File: src/rtl/uart_pkg.sv
// Shared UART definitions: FSM state encoding, default bit timing and line levels.
// Used by both the transmitter and the receiver side of the link.
package uart_pkg;

    typedef enum logic [2:0] {
        ST_IDLE   = 3'd0,
        ST_START  = 3'd1,
        ST_DATA   = 3'd2,
        ST_PARITY = 3'd3,
        ST_STOP   = 3'd4
    } uart_state_e;

    localparam int   UART_CLKS_PER_BIT_DEF = 10417;  // 100 MHz / 9600 baud
    localparam logic UART_START_BIT        = 1'b0;
    localparam logic UART_STOP_BIT         = 1'b1;
    localparam logic UART_IDLE_LVL         = 1'b1;

    // Narrower words are zero-extended by the caller, which leaves the XOR unchanged.
    function automatic logic uart_parity(input logic [7:0] data, input logic odd);
        return (^data) ^ odd;
    endfunction

endpackage

File: src/rtl/uart_baud_gen.sv
// Bit-period counter: wraps every CLKS_PER_BIT cycles and flags the last cycle of each bit.
// A clear restarts the period so a new frame is aligned to its accept edge.
module uart_baud_gen
    import uart_pkg::*;
#(
    parameter int CLKS_PER_BIT = UART_CLKS_PER_BIT_DEF
) (
    input  logic clk,
    input  logic rst_n,
    input  logic clr,
    output logic tick
);

    localparam int            CW   = (CLKS_PER_BIT > 1) ? $clog2(CLKS_PER_BIT) : 1;
    localparam logic [CW-1:0] LAST = CW'(CLKS_PER_BIT - 1);

    logic [CW-1:0] cnt_q, cnt_d;

    assign tick = (cnt_q == LAST);

    always_comb begin
        cnt_d = cnt_q + 1'b1;
        if (clr || tick) cnt_d = '0;
    end

    always_ff @(posedge clk) begin
        if (!rst_n) cnt_q <= '0;
        else        cnt_q <= cnt_d;
    end

endmodule

File: src/rtl/uart_tx.sv
// UART transmitter: start bit, DATA_BITS data LSB first, optional parity, 1 or 2 stop bits.
// Every output is a flop, so TX never sees a combinational path from the host inputs.
module uart_tx
    import uart_pkg::*;
#(
    parameter int CLKS_PER_BIT = UART_CLKS_PER_BIT_DEF,
    parameter int DATA_BITS    = 8,
    parameter int PARITY_EN    = 0,
    parameter int PARITY_ODD   = 0,
    parameter int STOP_BITS    = 1
) (
    input  logic                 clk,
    input  logic                 rst_n,
    input  logic                 tx_en,
    input  logic                 tx_valid,
    input  logic [DATA_BITS-1:0] tx_data,
    output logic                 tx_ready,
    output logic                 TX,
    output logic                 busy,
    output logic                 done
);

    localparam int            BW        = $clog2(DATA_BITS + 1);
    localparam logic [BW-1:0] LAST_BIT  = BW'(DATA_BITS - 1);
    localparam logic          STOP_LAST = (STOP_BITS == 2);
    localparam logic          ODD       = (PARITY_ODD != 0);

    uart_state_e          state_q;
    logic [DATA_BITS-1:0] shreg_q;
    logic [BW-1:0]        bit_cnt_q;
    logic                 stop_cnt_q;
    logic                 parity_q;
    logic                 tx_q, busy_q, done_q, ready_q;
    logic                 accept, tick;

    assign accept   = (state_q == ST_IDLE) && ready_q && tx_valid;
    assign tx_ready = ready_q;
    assign TX       = tx_q;
    assign busy     = busy_q;
    assign done     = done_q;

    uart_baud_gen #(.CLKS_PER_BIT(CLKS_PER_BIT)) u_baud (
        .clk   (clk),
        .rst_n (rst_n),
        .clr   (accept),
        .tick  (tick)
    );

    always_ff @(posedge clk) begin
        if (!rst_n) begin
            state_q    <= ST_IDLE;
            shreg_q    <= '0;
            bit_cnt_q  <= '0;
            stop_cnt_q <= 1'b0;
            parity_q   <= 1'b0;
            tx_q       <= UART_IDLE_LVL;
            busy_q     <= 1'b0;
            done_q     <= 1'b0;
            ready_q    <= 1'b0;
        end else begin
            done_q <= 1'b0;
            case (state_q)
                ST_IDLE: begin
                    ready_q <= tx_en;
                    if (accept) begin
                        shreg_q    <= tx_data;
                        parity_q   <= uart_parity(8'(tx_data), ODD);
                        bit_cnt_q  <= '0;
                        stop_cnt_q <= 1'b0;
                        tx_q       <= UART_START_BIT;
                        busy_q     <= 1'b1;
                        ready_q    <= 1'b0;
                        state_q    <= ST_START;
                    end
                end
                ST_START: if (tick) begin
                    tx_q    <= shreg_q[0];
                    state_q <= ST_DATA;
                end
                ST_DATA: if (tick) begin
                    shreg_q   <= shreg_q >> 1;
                    bit_cnt_q <= bit_cnt_q + 1'b1;
                    if (bit_cnt_q == LAST_BIT) begin
                        if (PARITY_EN != 0) begin
                            tx_q    <= parity_q;
                            state_q <= ST_PARITY;
                        end else begin
                            tx_q    <= UART_STOP_BIT;
                            state_q <= ST_STOP;
                        end
                    end else begin
                        // Present the next bit now, since the shift lands on this same edge.
                        tx_q <= shreg_q[1];
                    end
                end
                ST_PARITY: if (tick) begin
                    tx_q    <= UART_STOP_BIT;
                    state_q <= ST_STOP;
                end
                ST_STOP: if (tick) begin
                    if (stop_cnt_q == STOP_LAST) begin
                        done_q  <= 1'b1;
                        busy_q  <= 1'b0;
                        ready_q <= tx_en;
                        state_q <= ST_IDLE;
                    end else begin
                        stop_cnt_q <= 1'b1;
                    end
                end
                default: begin
                    tx_q    <= UART_IDLE_LVL;
                    busy_q  <= 1'b0;
                    ready_q <= 1'b0;
                    state_q <= ST_IDLE;
                end
            endcase
        end
    end

endmodule

File: config.mk
export PLATFORM = sky130hd
export DESIGN_NAME = uart_tx
export DESIGN_NICKNAME = d
export VERILOG_FILES = /design/src/rtl/uart_pkg.sv /design/src/rtl/uart_baud_gen.sv /design/src/rtl/uart_tx.sv
export SDC_FILE = /design/constraint.sdc
export NUM_CORES = 1
export LEC_CHECK = 0
export CAP_MARGIN = 0
export CORE_ASPECT_RATIO = 0.9
export CORE_MARGIN = 4
export CORE_UTILIZATION = 25
export DETAILED_ROUTE_END_ITERATION = 8
export MAX_ROUTING_LAYER = met4
export PLACE_DENSITY = 0.47
export SLEW_MARGIN = 20
export SYNTH_ARGS = -nofsm -noshare
export SYNTH_HDL_FRONTEND = slang
export SYNTH_SLANG_ARGS = --single-unit
File: constraint.sdc
create_clock -name clk -period 3.1 [get_ports clk]
set_input_delay 0.775 -clock clk [delete_from_list [all_inputs] [get_ports clk]]
set_output_delay 0.775 -clock clk [all_outputs]
set_load 0.02 [all_outputs]
Word-level counts from Yosys, hierarchy flattened. Index checks and enable logic that the tools add are counted.

Input bits: 12. Word-level logic and storage cells: 74. Register bits after elaboration: 34.

Equal/unequal tests: 13. Muxes and demuxes: 32. $add $sub $neg: 2. Bitwise gates (word level): 3. Reduce and logical (&&, ||, !) cells: 15.

Operator list (number): 3-bit two-way mux (7); 8-bit two-way mux (2); 8-bit one-hot mux with 2 select lines (1); 3-bit one-hot mux with 5 select lines (1); 14-bit by 1-bit adder with 14-bit output (second input constant) (1); 14-bit equality test (second input constant) (1); 1-bit two-way mux (14); 3-bit AND reduction (4); 2-bit by 1-bit inequality test with 1-bit output (second input constant) (5); 4-bit two-way mux (2); 4-bit one-hot mux with 2 select lines (1); 7-bit AND reduction (1); 3-bit by 2-bit equality test with 1-bit output (second input constant) (2); 1-bit one-hot mux with 3 select lines (2); 1-bit one-hot mux with 5 select lines (1); 5-bit AND reduction (1); 4-bit by 1-bit adder with 4-bit output (second input constant) (1); 4-bit by 3-bit equality test with 1-bit output (second input constant) (1); 2-bit inequality test (second input constant) (2); 4-bit AND reduction (1); 2-bit nonzero test (2); 3-bit by 1-bit equality test with 1-bit output (second input constant) (1); 3-bit equality test (second input constant) (1); 3-bit logical NOT (1); 6 further kinds (9).

Logic depth before layout (Yosys ltp). Gate-level depths: netlist (run 1).

Depth after elaboration: 5. Depth in mapped cells: 7. Depth with buffers taken out: 6.

Hierarchy. A second synthesis (run 1) with hierarchy kept.

Cells, all modules: 175. Area total of the unflattened synthesis: 1746.7 µm².

By module, submodules not included: uart_tx (seq. area each 380.4 µm², area an instance 1071.0 µm², instances 1, cells each 103); uart_baud_gen (seq. area each 280.3 µm², area an instance 675.6 µm², instances 1, cells each 72).

Least setup slack after synthesis (run 1). Ideal clock, no wire load.

Path kind: input port to flip-flop. Start: input port tx_valid. End: register u_baud.cnt_q[10]. Buffers on the path: 1. Setup time: 128 ps. Slack: 1334 ps. Stages: 5. Arrival time: 1639 ps. Cell sequence: and3b_1 nand2_1 nand3_1 clkbuf_1 nor2_1.

Longest elaborated chain between the ends: 3.

RTL lines: from (decl) (line uart_tx.sv:15) `input logic tx_valid,`; 1-bit logical AND (line uart_tx.sv:36) `assign accept = (state_q == ST_IDLE) && ready_q && tx_valid;`; 1-bit logical OR (line uart_baud_gen.sv:23) `if (clr || tick) cnt_d = '0;`; 2-bit OR reduction (no line); to (signal assigned) (line uart_baud_gen.sv:28) `else cnt_q <= cnt_d;`; to (decl) (line uart_baud_gen.sv:17) `logic [CW-1:0] cnt_q, cnt_d;`.

Every way passes these cells. A chain may end at the register's enable or synchronous reset.

Worst setup path in the final report (run 1).
Start: register u_baud.cnt_q[0]. End: register state_q[2].

Longest elaborated chain between the ends: 3.

RTL lines: 14-bit equality test * (line uart_baud_gen.sv:19) `assign tick = (cnt_q == LAST);`; 2-bit by 1-bit inequality test with 1-bit output (no line); 7-bit AND reduction (no line) *; to (signal assigned) (line uart_tx.sv:51) `state_q <= ST_IDLE;`; to (signal assigned) (line uart_tx.sv:73) `state_q <= ST_START;`; to (signal assigned) (line uart_tx.sv:78) `state_q <= ST_DATA;`; to (decl) (line uart_tx.sv:28) `uart_state_e state_q;`.

Mark *: on every way between the ends. The rest lies on a longest branch, timed or not.

==> PnR_summary.wiki, run 1 <==
{| class="wikitable"
! Metric !! Value
|-
| Final-report max-slew violation count || 0
|-
| Number of buffers created by CTS || 5
|-
| Width of the chip || 92.7 um
|-
| CTS sink cnt || 33
|-
| 1st-iter DRT viols || 73
|-
| Die outline height || about 84 um
|-
| Fin crit share || 67.9%
|-
| Port Buf Inserts || 15
|-
| Fraction of layout cells with a size suffix above 1 || ~7.7%
|-
| Resize count post-CTS || 0
|-
| Post-CTS clock slew at the launch and capture registers of the worst setup and hold paths || roughly 0.07 ns
|-
| Min-Delay Path Depth || 2
|-
| Setup tns final || 0 ns
|-
| Setup repair after global routing missed its margin || false
|-
| Clock latency on the worst-skew pair || about 0.28 ns
|-
| Gp weighted congestion || between 0.7 and 0.8
|-
| Final standard cell area without fillers || ~2000 sq um
|-
| Critical-path cell with the highest stage delay || nand4b_2
|-
| Ys Warns || 0
|-
| Antenna diodes || 0
|-
| Startpoint type of the worst setup path || flip-flop
|-
| Worst min-delay path class || reg -> reg
|-
| Critical Setup Path Class || reg -> reg
|-
| Routed wire length || slightly below 4000 um
|-
| Worst supply voltage drop on vdd || between 300 and 400 uV
|-
| Register bit count reported by yosys || 33
|-
| Post-CTS Hold Buffers || 0
|-
| Post-detail-place hpwl || roughly 2700 um
|-
| Number of iterations in the first detailed-routing pass || 4
|-
| Syn Area/Cell || 8.37 sq um
|-
| Endpoints failing hold || 0
|-
| Post-placement cell area || 1860 sq um
|-
| Cell count of the worst reg-to-reg path || 7
|-
| Number of max-cap violations || 0
|-
| Syn_nets || about 210
|-
| Routed length per instance || ~13 um
|-
| Area Growth Syn to Fin || 23.5%
|-
| Drc violations || 0
|-
| Cells along the critical path || inv_1 > ha_1 > and4b_1 > nand4b_2 > buf_4 > or3_1 > a21oi_1
|-
| Required time of the critical path || roughly 3.3 ns
|-
| Max-slew headroom at the worst pin || 62.2%
|-
| Hold worst-path end || busy
|-
| Transition time of the tightest slew-check pin || between 0.5 and 0.6 ns
|-
| Avg Vias per Cell || approximately 4.8
|-
| Top-level port count || 16
|-
| Clock root cell || clkbuf_8
|-
| Static leakage || 0.000669 uW
|-
| Global route total overflow || 0
|-
| Max Clk Rate || roughly 0.48 GHz
|-
| Global-route wire length before repair || roughly 6700 um
|-
| Critical path data arrival time || ~2.3 ns
|-
| Origin of the worst min-delay path || busy
|-
| Number of nets with antenna violations after detailed routing || 0
|-
| Worst setup slack for register-to-register paths || between 0.9 and 1 ns
|-
| Shortest period the worst path allows || about 2.1 ns
|-
| Site Rows || 27
|-
| PD cells || roughly 520 nW/um^2
|-
| Clock H-tree levels || 2
|-
| Number of vias in the routed layout || ~1400
|-
| Largest net degree at the start of global routing || 19
|-
| Count of different cell masters after synthesis || 37
|-
| Starting density of the core || around a quarter
|-
| Setup Viol. Count Final || 0
|-
| Reg2reg start || u_baud.cnt_q[0]
|-
| Total Die Area || between 7000 and 8000 sq um
|-
| Post-Syn Instances || between 150 and 200
|-
| Endpoint type of the worst setup path || flip-flop
|-
| Hold WS || about 0.47 ns
|-
| Maximum clock insertion buffer count || 2
|-
| Initial antenna violation count || 0
|-
| Critical register-to-register path endpoint || state_q[2]
|-
| TritonCTS clock tree || built
|-
| Number of global-route vias before repair || roughly 1400
|-
| Nets@finish || about 220
|-
| Area inside the core boundary || 6180 sq um
|-
| Peak fanout along the critical path || 16
|-
| Worst clock skew || 0.0103 ns
|-
| Netlist area before placement || between 1500 and 2000 sq um
|-
| Utilization of the core after routing || 32.3%
|-
| Largest stage delay on the critical path || about 0.38 ns
|-
| Total global-route track usage || between 10 and 15%
|-
| Status || finished, final reports clean
|-
| Register area share after synthesis || about two fifths
|-
| Number of buffers inserted by post-CTS setup repair || 0
|}
==> layer usage <==
layer / GRT usage, % / routed length (um)
met3: 2.69 / 89
met2: 15.5 / 1660
met1: 14.5 / 2060
met5: - / 0
met4: 3.99 / 36
==> worst max path at each step <==
| stage | start | to | slack [ns] | cells after the start |
|---|---|---|---|---|
| after CTS | u_baud.cnt_q[0] | state_q[2] | 0.97 | 7 |
| after detailed placement | tx_valid | u_baud.cnt_q[11] | 0.77 | 6 |
| final | u_baud.cnt_q[0] | state_q[2] | 1.0 | 7 |
| after global placement | tx_valid | u_baud.cnt_q[3] | 0.79 | 6 |
| after global routing | u_baud.cnt_q[0] | u_baud.cnt_q[8] | 0.79 | 6 |
| after floorplan | tx_valid | u_baud.cnt_q[10] | 1.33 | 5 |
==> kinds of logic after synthesis <==
logic type	count (synthesis)	share of synthesized area (%)
and+or+nand+nor	89	31.1
AOI/OAI and AO/OA	37	14.6
DFF	33	40.9
buffers and inverters	19	4.57
xor gates and xnor gates	12	6.51
adders and majority gates	3	2.32
==> per-stage QoR <==
stage | instances | setup WS (ns) | power, uW
2_1_floorplan | 193 | 1.33 | 520
5_1_grt | 296 | 0.788 | 1070
3_5_place_dp | 288 | 0.768 | 559
6_report | 296 | 0.996 | 1030
4_1_cts | 296 | 0.973 | 1050
3_3_place_gp | 288 | 0.792 | 559
==> layout make-up <==
class | instances | area [sq um]
inverters | 8 | 30.0
multi-input cells | 141 | 881
repair buffers | 19 | 180
fillers | 635 | 4190
well taps | 87 | 109
flip-flops and latches | 33 | 661
clock inverters | 3 | 65.1
clock buffers | 5 | 68.8
==> sequential cells by signal, indices dropped and copies added, names as in the netlist <==
register      count
done              1
shreg_q           8
bit_cnt_q         4
state_q           3
busy              1
TX                1
u_baud.cnt_q     14
tx_ready          1
==> synth_stat cells <==
cell	count	share of area, %
nor4b_4	1	1.5
o31a_1	1	0.54
and3_1	7	2.7
nor4_1	4	1.5
nand4_1	4	1.5
dfxtp_1	33	41
o31ai_1	3	1.4
nor2b_1	1	0.39
nand4b_2	1	0.93
o22ai_1	1	0.39
or4_1	2	0.93
nor3_1	4	1.2
o21ai_0	3	0.93
a21oi_1	7	2.2
nor2_1	21	4.9
nand2_1	6	1.4
o211ai_1	1	0.46
and4b_1	2	1.2
xor2_1	3	1.6
a21boi_0	2	0.93
and3b_1	1	0.54
clkbuf_1	9	2.1
nand2b_1	2	0.77
a211oi_1	1	0.46
nand3b_1	3	1.4
or3_1	2	0.77
nand3_1	24	7.4
o32ai_1	1	0.54
a31oi_1	15	5.8
ha_1	3	2.3
xnor2_1	9	4.9
a311oi_1	1	0.54
or2_2	2	0.77
buf_2	2	0.62
inv_1	8	1.9
and4_1	2	1.1
o21a_1	1	0.46
==> where the power goes <==
part | switching [uW] | leakage [uW] | total (uW) | internal (uW)
clock | 161 | 0.0000681 | 480 | 319
combinational | 43.2 | 0.000333 | 86.9 | 43.7
sequential | 18.3 | 0.000268 | 462 | 443
total | 222 | 0.000669 | 1030 | 806
==> critical path: cells and delay by family (launching register included) <==
kind | cells | cell delay (ns)
buffers and inverters | 2 | 0.40
flip-flops | 1 | 0.37
adder cells (fa/ha/maj) | 1 | 0.15
AND/OR/NAND/NOR | 3 | 0.98
AO/OA/AOI/OAI | 1 | 0.12
==> cells in the final DEF (no fill, tap or decap), types with 2 or more instances in the layout <==
| master | Yosys | routed |
|---|---|---|
| dfxtp_1 | 33 | 33 |
| nand3_1 | 24 | 24 |
| nor2_1 | 21 | 21 |
| a31oi_1 | 15 | 15 |
| clkdlybuf4s50_1 | 0 | 15 |
| xnor2_1 | 9 | 9 |
| inv_1 | 8 | 8 |
| and3_1 | 7 | 7 |
| a21oi_1 | 7 | 7 |
| nand2_1 | 6 | 6 |
| clkbuf_8 | 0 | 5 |
| nor3_1 | 4 | 4 |
| nand4_1 | 4 | 4 |
| nor4_1 | 4 | 4 |
| buf_4 | 0 | 4 |
| o31ai_1 | 3 | 3 |
| nand3b_1 | 3 | 3 |
| o21ai_0 | 3 | 3 |
| xor2_1 | 3 | 3 |
| ha_1 | 3 | 3 |
| and4b_1 | 2 | 2 |
| nand2b_1 | 2 | 2 |
| or2_2 | 2 | 2 |
| or3_1 | 2 | 2 |
| or4_1 | 2 | 2 |
| a21boi_0 | 2 | 2 |
| and4_1 | 2 | 2 |
| bufinv_16 | 0 | 2 |
Power figures use the tool's default switching activity.
==> run 2, diff against run 1 <==
--- a/config.mk
+++ b/config.mk
@@ -11,7 +11,7 @@
 export CORE_UTILIZATION = 25
 export DETAILED_ROUTE_END_ITERATION = 8
 export MAX_ROUTING_LAYER = met4
-export PLACE_DENSITY = 0.47
+export PLACE_DENSITY = 0.49
 export SLEW_MARGIN = 20
 export SYNTH_ARGS = -nofsm -noshare
 export SYNTH_HDL_FRONTEND = slang
==> constraint.sdc (replaced) <==
create_clock -name clk -period 1.8 [get_ports clk]
set_input_delay 0.45 -clock clk [delete_from_list [all_inputs] [get_ports clk]]
set_output_delay 0.45 -clock clk [all_outputs]
set_load 0.02 [all_outputs]
==> PnR_summary.wiki, run 2 (same netlist as run 1, synthesis figures left out) <==
{| class="wikitable"
! Metric !! Value
|-
| Avg Vias per Cell || roughly 4.8
|-
| Area inside the core boundary || 6180 sq um
|-
| Post-detail-place hpwl || 2800 um
|-
| Routed length per instance || approximately 12 um
|-
| Clock H-tree levels || 2
|-
| Cell class contributing the biggest share of worst-path delay || buffers and inverters
|-
| Clock latency on the worst-skew pair || 0.28 ns
|-
| Final standard cell area without fillers || 2140 sq um
|-
| Critical Setup Path Class || reg -> out
|-
| Storage element area || 661 sq um
|-
| Final-report max-slew violation count || 0
|-
| Port Buf Inserts || 15
|-
| Number of buffers created by CTS || 5
|-
| Number of cells in the finished layout apart from fillers || 318
|-
| Max Clk Rate || 0.580 GHz
|-
| Transition time of the tightest slew-check pin || about 0.42 ns
|-
| Site Rows || 27
|-
| Worst Setup Slack, final || 0.0770 ns
|-
| Routed wire length || 3850 um
|-
| Fin crit share || between 90% and 100%
|-
| Flip-flop count of the largest register, all copies and words added || 14
|-
| Worst min-delay path class || reg -> reg
|-
| CTS sink cnt || 33
|-
| Total global-route track usage || a little over a tenth
|-
| Drc violations || 0
|-
| Area Growth Syn to Fin || 32.6%
|-
| Hold WS || ~0.48 ns
|-
| Largest regs || u_baud.cnt_q x14, shreg_q x8, bit_cnt_q x4
|-
| Global-route wire length before repair || about 6600 um
|-
| Initial antenna violation count || 0
|-
| Number of max-cap violations || 0
|-
| Antenna diodes || 0
|-
| Clock root cell || clkbuf_8
|-
| Gp weighted congestion || around 0.78
|-
| Nets@finish || approximately 250
|-
| Endpoints failing hold || 0
|-
| Multi-input gate area in the final layout || between 800 and 900 sq um
|-
| Worst supply voltage drop on vdd || 268 uV
|-
| Register with the most flip-flops || u_baud.cnt_q
|-
| Leading cell types in the layout, fill and taps excluded || 33 x dfxtp_1, 26 x buf_4, 24 x nand3_1, 21 x nor2_1
|-
| Setup repair after global routing missed its margin || false
|-
| Number of iterations in the first detailed-routing pass || 4
|-
| Maximum clock insertion buffer count || 2
|-
| TritonCTS clock tree || built
|-
| Required time of the critical path || 1.35 ns
|-
| Fraction of layout cells with a size suffix above 1 || roughly 16%
|-
| Top-level port count || 16
|-
| Cells along the critical path || clkdlybuf4s50_1
|-
| Max-slew headroom at the worst pin || between 70 and 80%
|-
| Total Die Area || just under 8000 sq um
|-
| Number of buffer and inverter stages on the critical path || 1
|-
| Number of vias in the routed layout || approximately 1500
|-
| Number of filler instances in the final layout || around 660
|-
| Post-CTS Hold Buffers || 0
|-
| Static leakage || 0.000771 uW
|-
| PD cells || about 700 nW/um^2
|-
| Setup slack at placement || 0.0260 ns
|-
| Largest net degree at the start of global routing || 15
|-
| Number of nets with antenna violations after detailed routing || 0
|-
| Worst clock skew || roughly 0.011 ns
|-
| Endpoint type of the worst setup path || output pin
|-
| Setup tns final || 0 ns
|-
| Placed instance count || 310
|-
| Peak fanout along the critical path || 4
|-
| Post-CTS clock slew at the launch and capture registers of the worst setup and hold paths || 0.07 ns
|-
| Number of global-route vias before repair || 1387
|-
| Status || finished, final reports clean
|-
| Post-placement cell area || 2040 sq um
|-
| Die outline height || about 84 um
|-
| Critical-path cell with the highest stage delay || clkdlybuf4s50_1
|-
| Global route total overflow || 0
|-
| Largest stage delay on the critical path || 0.62 ns
|-
| Starting density of the core || 26.1%
|-
| Setup Viol. Count Final || 0
|-
| Startpoint type of the worst setup path || flip-flop
|-
| Critical path data arrival time || 1.27 ns
|-
| Shortest period the worst path allows || ~1.7 ns
|-
| Width of the chip || between 90 and 100 um
|-
| Most common cell after layout, fill and taps aside || dfxtp_1
|-
| 1st-iter DRT viols || 82
|}
## run 2: metal layers
layer | track usage [%] | wire [um] | up-vias
met5 | - | 0 | -
met4 | 5.33 | 76 | 0
met3 | 2.96 | 232 | 7
met2 | 15.0 | 1650 | 30
met1 | 14.3 | 1900 | 697
li1 | - | - | 781
## run 2: final cells by class
class / instances / area share [%]
Clock buffer: 7 / 4.03
Inverter: 8 / 1.40
Multi-Input combinational cell: 141 / 41.6
Sequential cell: 33 / 30.8
Tap cell: 87 / 5.08
Timing Repair Buffer: 42 / 17.1
## run 2: worst reg2reg max path, cell delays in order, from the launching register on
cell and delay [ns]:
dfxtp_1 0.34, nor3_1 0.38, nand4b_4 0.21, or4_1 0.53, a21oi_1 0.14
## run 2: per-stage QoR
stage | util, % | power (uW)
global placement | 33.0 | 985
floorplan | - | 895
detailed placement | 33.0 | 986
CTS | 34.4 | 1560
finish | 34.6 | 1540
global route | 34.6 | 1610
## run 2: final timing paths
path                                       from           end  slack [ns]  depth (start not counted)
worst max-delay path                   tx_ready      tx_ready        0.08                          1
worst min register to register     bit_cnt_q[3]  bit_cnt_q[3]        0.48                          2
worst min-delay path               bit_cnt_q[3]  bit_cnt_q[3]        0.48                          2
worst max register to register  u_baud.cnt_q[8]  bit_cnt_q[3]        0.13                          4
## run 2: power breakdown
| part | internal, uW | total (uW) | leakage, uW | switching [uW] |
|---|---|---|---|---|
| combinational | 96.4 | 180 | 0.000458 | 83.2 |
| sequential | 764 | 790 | 0.000268 | 26.6 |
| clock | 303 | 566 | 0.0000443 | 263 |
| total | 1160 | 1540 | 0.000771 | 373 |
## run 2: timing repair
action	CTS	global route
setup endpoints to repair	0	10
buffers inserted	0	1
gates resized for setup	0	2
==> run 3, diff against run 2 <==
--- a/config.mk
+++ b/config.mk
@@ -12,6 +12,7 @@
 export DETAILED_ROUTE_END_ITERATION = 8
 export MAX_ROUTING_LAYER = met4
 export PLACE_DENSITY = 0.49
+export REMOVE_ABC_BUFFERS = 1
 export SLEW_MARGIN = 20
 export SYNTH_ARGS = -nofsm -noshare
 export SYNTH_HDL_FRONTEND = slang
==> PnR_summary.wiki, run 3 (same netlist as run 1, synthesis figures left out) <==
{| class="wikitable"
! Metric !! Value
|-
| Status || finished, final reports clean
|-
| Critical path data arrival time || 1.25 ns
|-
| Transition time of the tightest slew-check pin || about 0.4 ns
|-
| CTS sink cnt || 33
|-
| Multi-input gate area in the final layout || between 800 and 900 sq um
|-
| Global route total overflow || 0
|-
| Setup Viol. Count Final || 0
|-
| Routed length per instance || 12.8 um
|-
| Number of vias in the routed layout || approximately 1500
|-
| Largest regs || u_baud.cnt_q x14, shreg_q x8, bit_cnt_q x4
|-
| Avg Vias per Cell || 4.75
|-
| Post-detail-place hpwl || between 2000 and 3000 um
|-
| Antenna diodes || 0
|-
| Area inside the core boundary || around 6000 sq um
|-
| Largest stage delay on the critical path || 0.62 ns
|-
| Startpoint type of the worst setup path || flip-flop
|-
| Setup tns final || 0 ns
|-
| Number of global-route vias before repair || 1425
|-
| Placed instance count || just over 300
|-
| Routed wire length || approximately 4100 um
|-
| Gp weighted congestion || approximately 0.79
|-
| Worst min-delay path class || reg -> reg
|-
| Number of filler instances in the final layout || ~650
|-
| TritonCTS clock tree || built
|-
| Worst clock skew || 0.00798 ns
|-
| Flip-flop count of the largest register, all copies and words added || 14
|-
| Required time of the critical path || 1.35 ns
|-
| Leading cell types in the layout, fill and taps excluded || 33 x dfxtp_1, 24 x nand3_1, 23 x buf_4, 21 x nor2_1, 15 x a31oi_1
|-
| Endpoints failing hold || 0
|-
| Resize count post-CTS || 0
|-
| Fraction of layout cells with a size suffix above 1 || 15.3%
|-
| Die outline height || 84.3 um
|-
| Initial antenna violation count || 0
|-
| Maximum clock insertion buffer count || 2
|-
| Number of iterations in the first detailed-routing pass || 4
|-
| Static leakage || between 0.0007 and 0.0008 uW
|-
| Total Die Area || between 7000 and 8000 sq um
|-
| Critical-path cell with the highest stage delay || clkdlybuf4s50_1
|-
| Register with the most flip-flops || u_baud.cnt_q
|-
| Shortest period the worst path allows || roughly 1.7 ns
|-
| Peak fanout along the critical path || 3
|-
| Total global-route track usage || ~11%
|-
| Fin crit share || between 90% and 100%
|-
| 1st-iter DRT viols || 99
|-
| Port Buf Inserts || 15
|-
| Final-report max-slew violation count || 0
|-
| Number of buffers inserted by post-CTS setup repair || 0
|-
| Clock latency on the worst-skew pair || a little under 0.3 ns
|-
| Worst supply voltage drop on vdd || slightly above 300 uV
|-
| Max Clk Rate || between 0.5 and 0.6 GHz
|-
| Drc violations || 0
|-
| PD cells || about 720 nW/um^2
|-
| Number of cells in the finished layout apart from fillers || ~320
|-
| Largest net degree at the start of global routing || 15
|-
| Endpoint type of the worst setup path || output pin
|-
| Nets@finish || 243
|-
| Starting density of the core || 26.1%
|-
| Cell class contributing the biggest share of worst-path delay || buffers and inverters
|-
| Global-route wire length before repair || around 7000 um
|-
| Critical Setup Path Class || reg -> out
|-
| Site Rows || 27
|-
| Utilization of the core after routing || between 30% and 40%
|-
| Storage element area || around 660 sq um
|-
| Top-level port count || 16
|-
| Max-slew headroom at the worst pin || roughly three quarters
|-
| Setup repair after global routing missed its margin || false
|-
| Power, Total || around 1500 uW
|-
| Clock root cell || clkbuf_8
|-
| Post-CTS clock slew at the launch and capture registers of the worst setup and hold paths || about 0.070 ns
|-
| Number of max-cap violations || 0
|-
| Post-CTS Hold Buffers || 0
|-
| Width of the chip || about 93 um
|-
| Most common cell after layout, fill and taps aside || dfxtp_1
|-
| Number of buffer and inverter stages on the critical path || 1
|-
| Cells along the critical path || clkdlybuf4s50_1
|-
| Clock H-tree levels || 2
|-
| Number of buffers created by CTS || 5
|-
| Area Growth Syn to Fin || 31.1%
|-
| Number of nets with antenna violations after detailed routing || 0
|}
==> run 3: final timing paths <==
path                        to  slack (ns)  cells past startpoint             from
setup / recovery            TX         0.1                      1               TX
hold / removal            busy        0.46                      2             busy
setup reg to reg  bit_cnt_q[0]        0.12                      7  u_baud.cnt_q[0]
hold reg to reg           busy        0.46                      2             busy
==> run 3: final cells by class <==
cell class              instances  area share [%]
well taps                      87            5.14
repair buffers                 39            16.3
clock buffers                   6            3.43
multi-input cells             141            42.0
flip-flops and latches         33            31.2
clock inverters                 2           0.473
inverters                       8            1.42
==> run 3: report_power, final <==
part / switching [uW] / internal, uW
registers: 25.6 / 763
logic: 84.9 / 94.7
clock network: 278 / 268
==> run 3: per-layer routing <==
layer	vias to the layer above	track usage (%)	part of all wire, %
li1	774	-	-
met1	700	15.5	52
met2	22	16.0	42
met3	6	3.94	4.8
met4	0	2.53	1.1
met5	-	-	0
==> run 3: stage by stage <==
stage / setup slack, ns / hold slack, ns / cell area (sq um)
3_3_place_gp: 0.0289 / 0.459 / 2020
3_5_place_dp: 0.0227 / 0.454 / 2020
6_report: 0.0960 / 0.460 / 2120
5_1_grt: 0.00580 / 0.489 / 2120
2_1_floorplan: -0.0774 / 0.452 / 1570
4_1_cts: 0.0359 / 0.464 / 2110
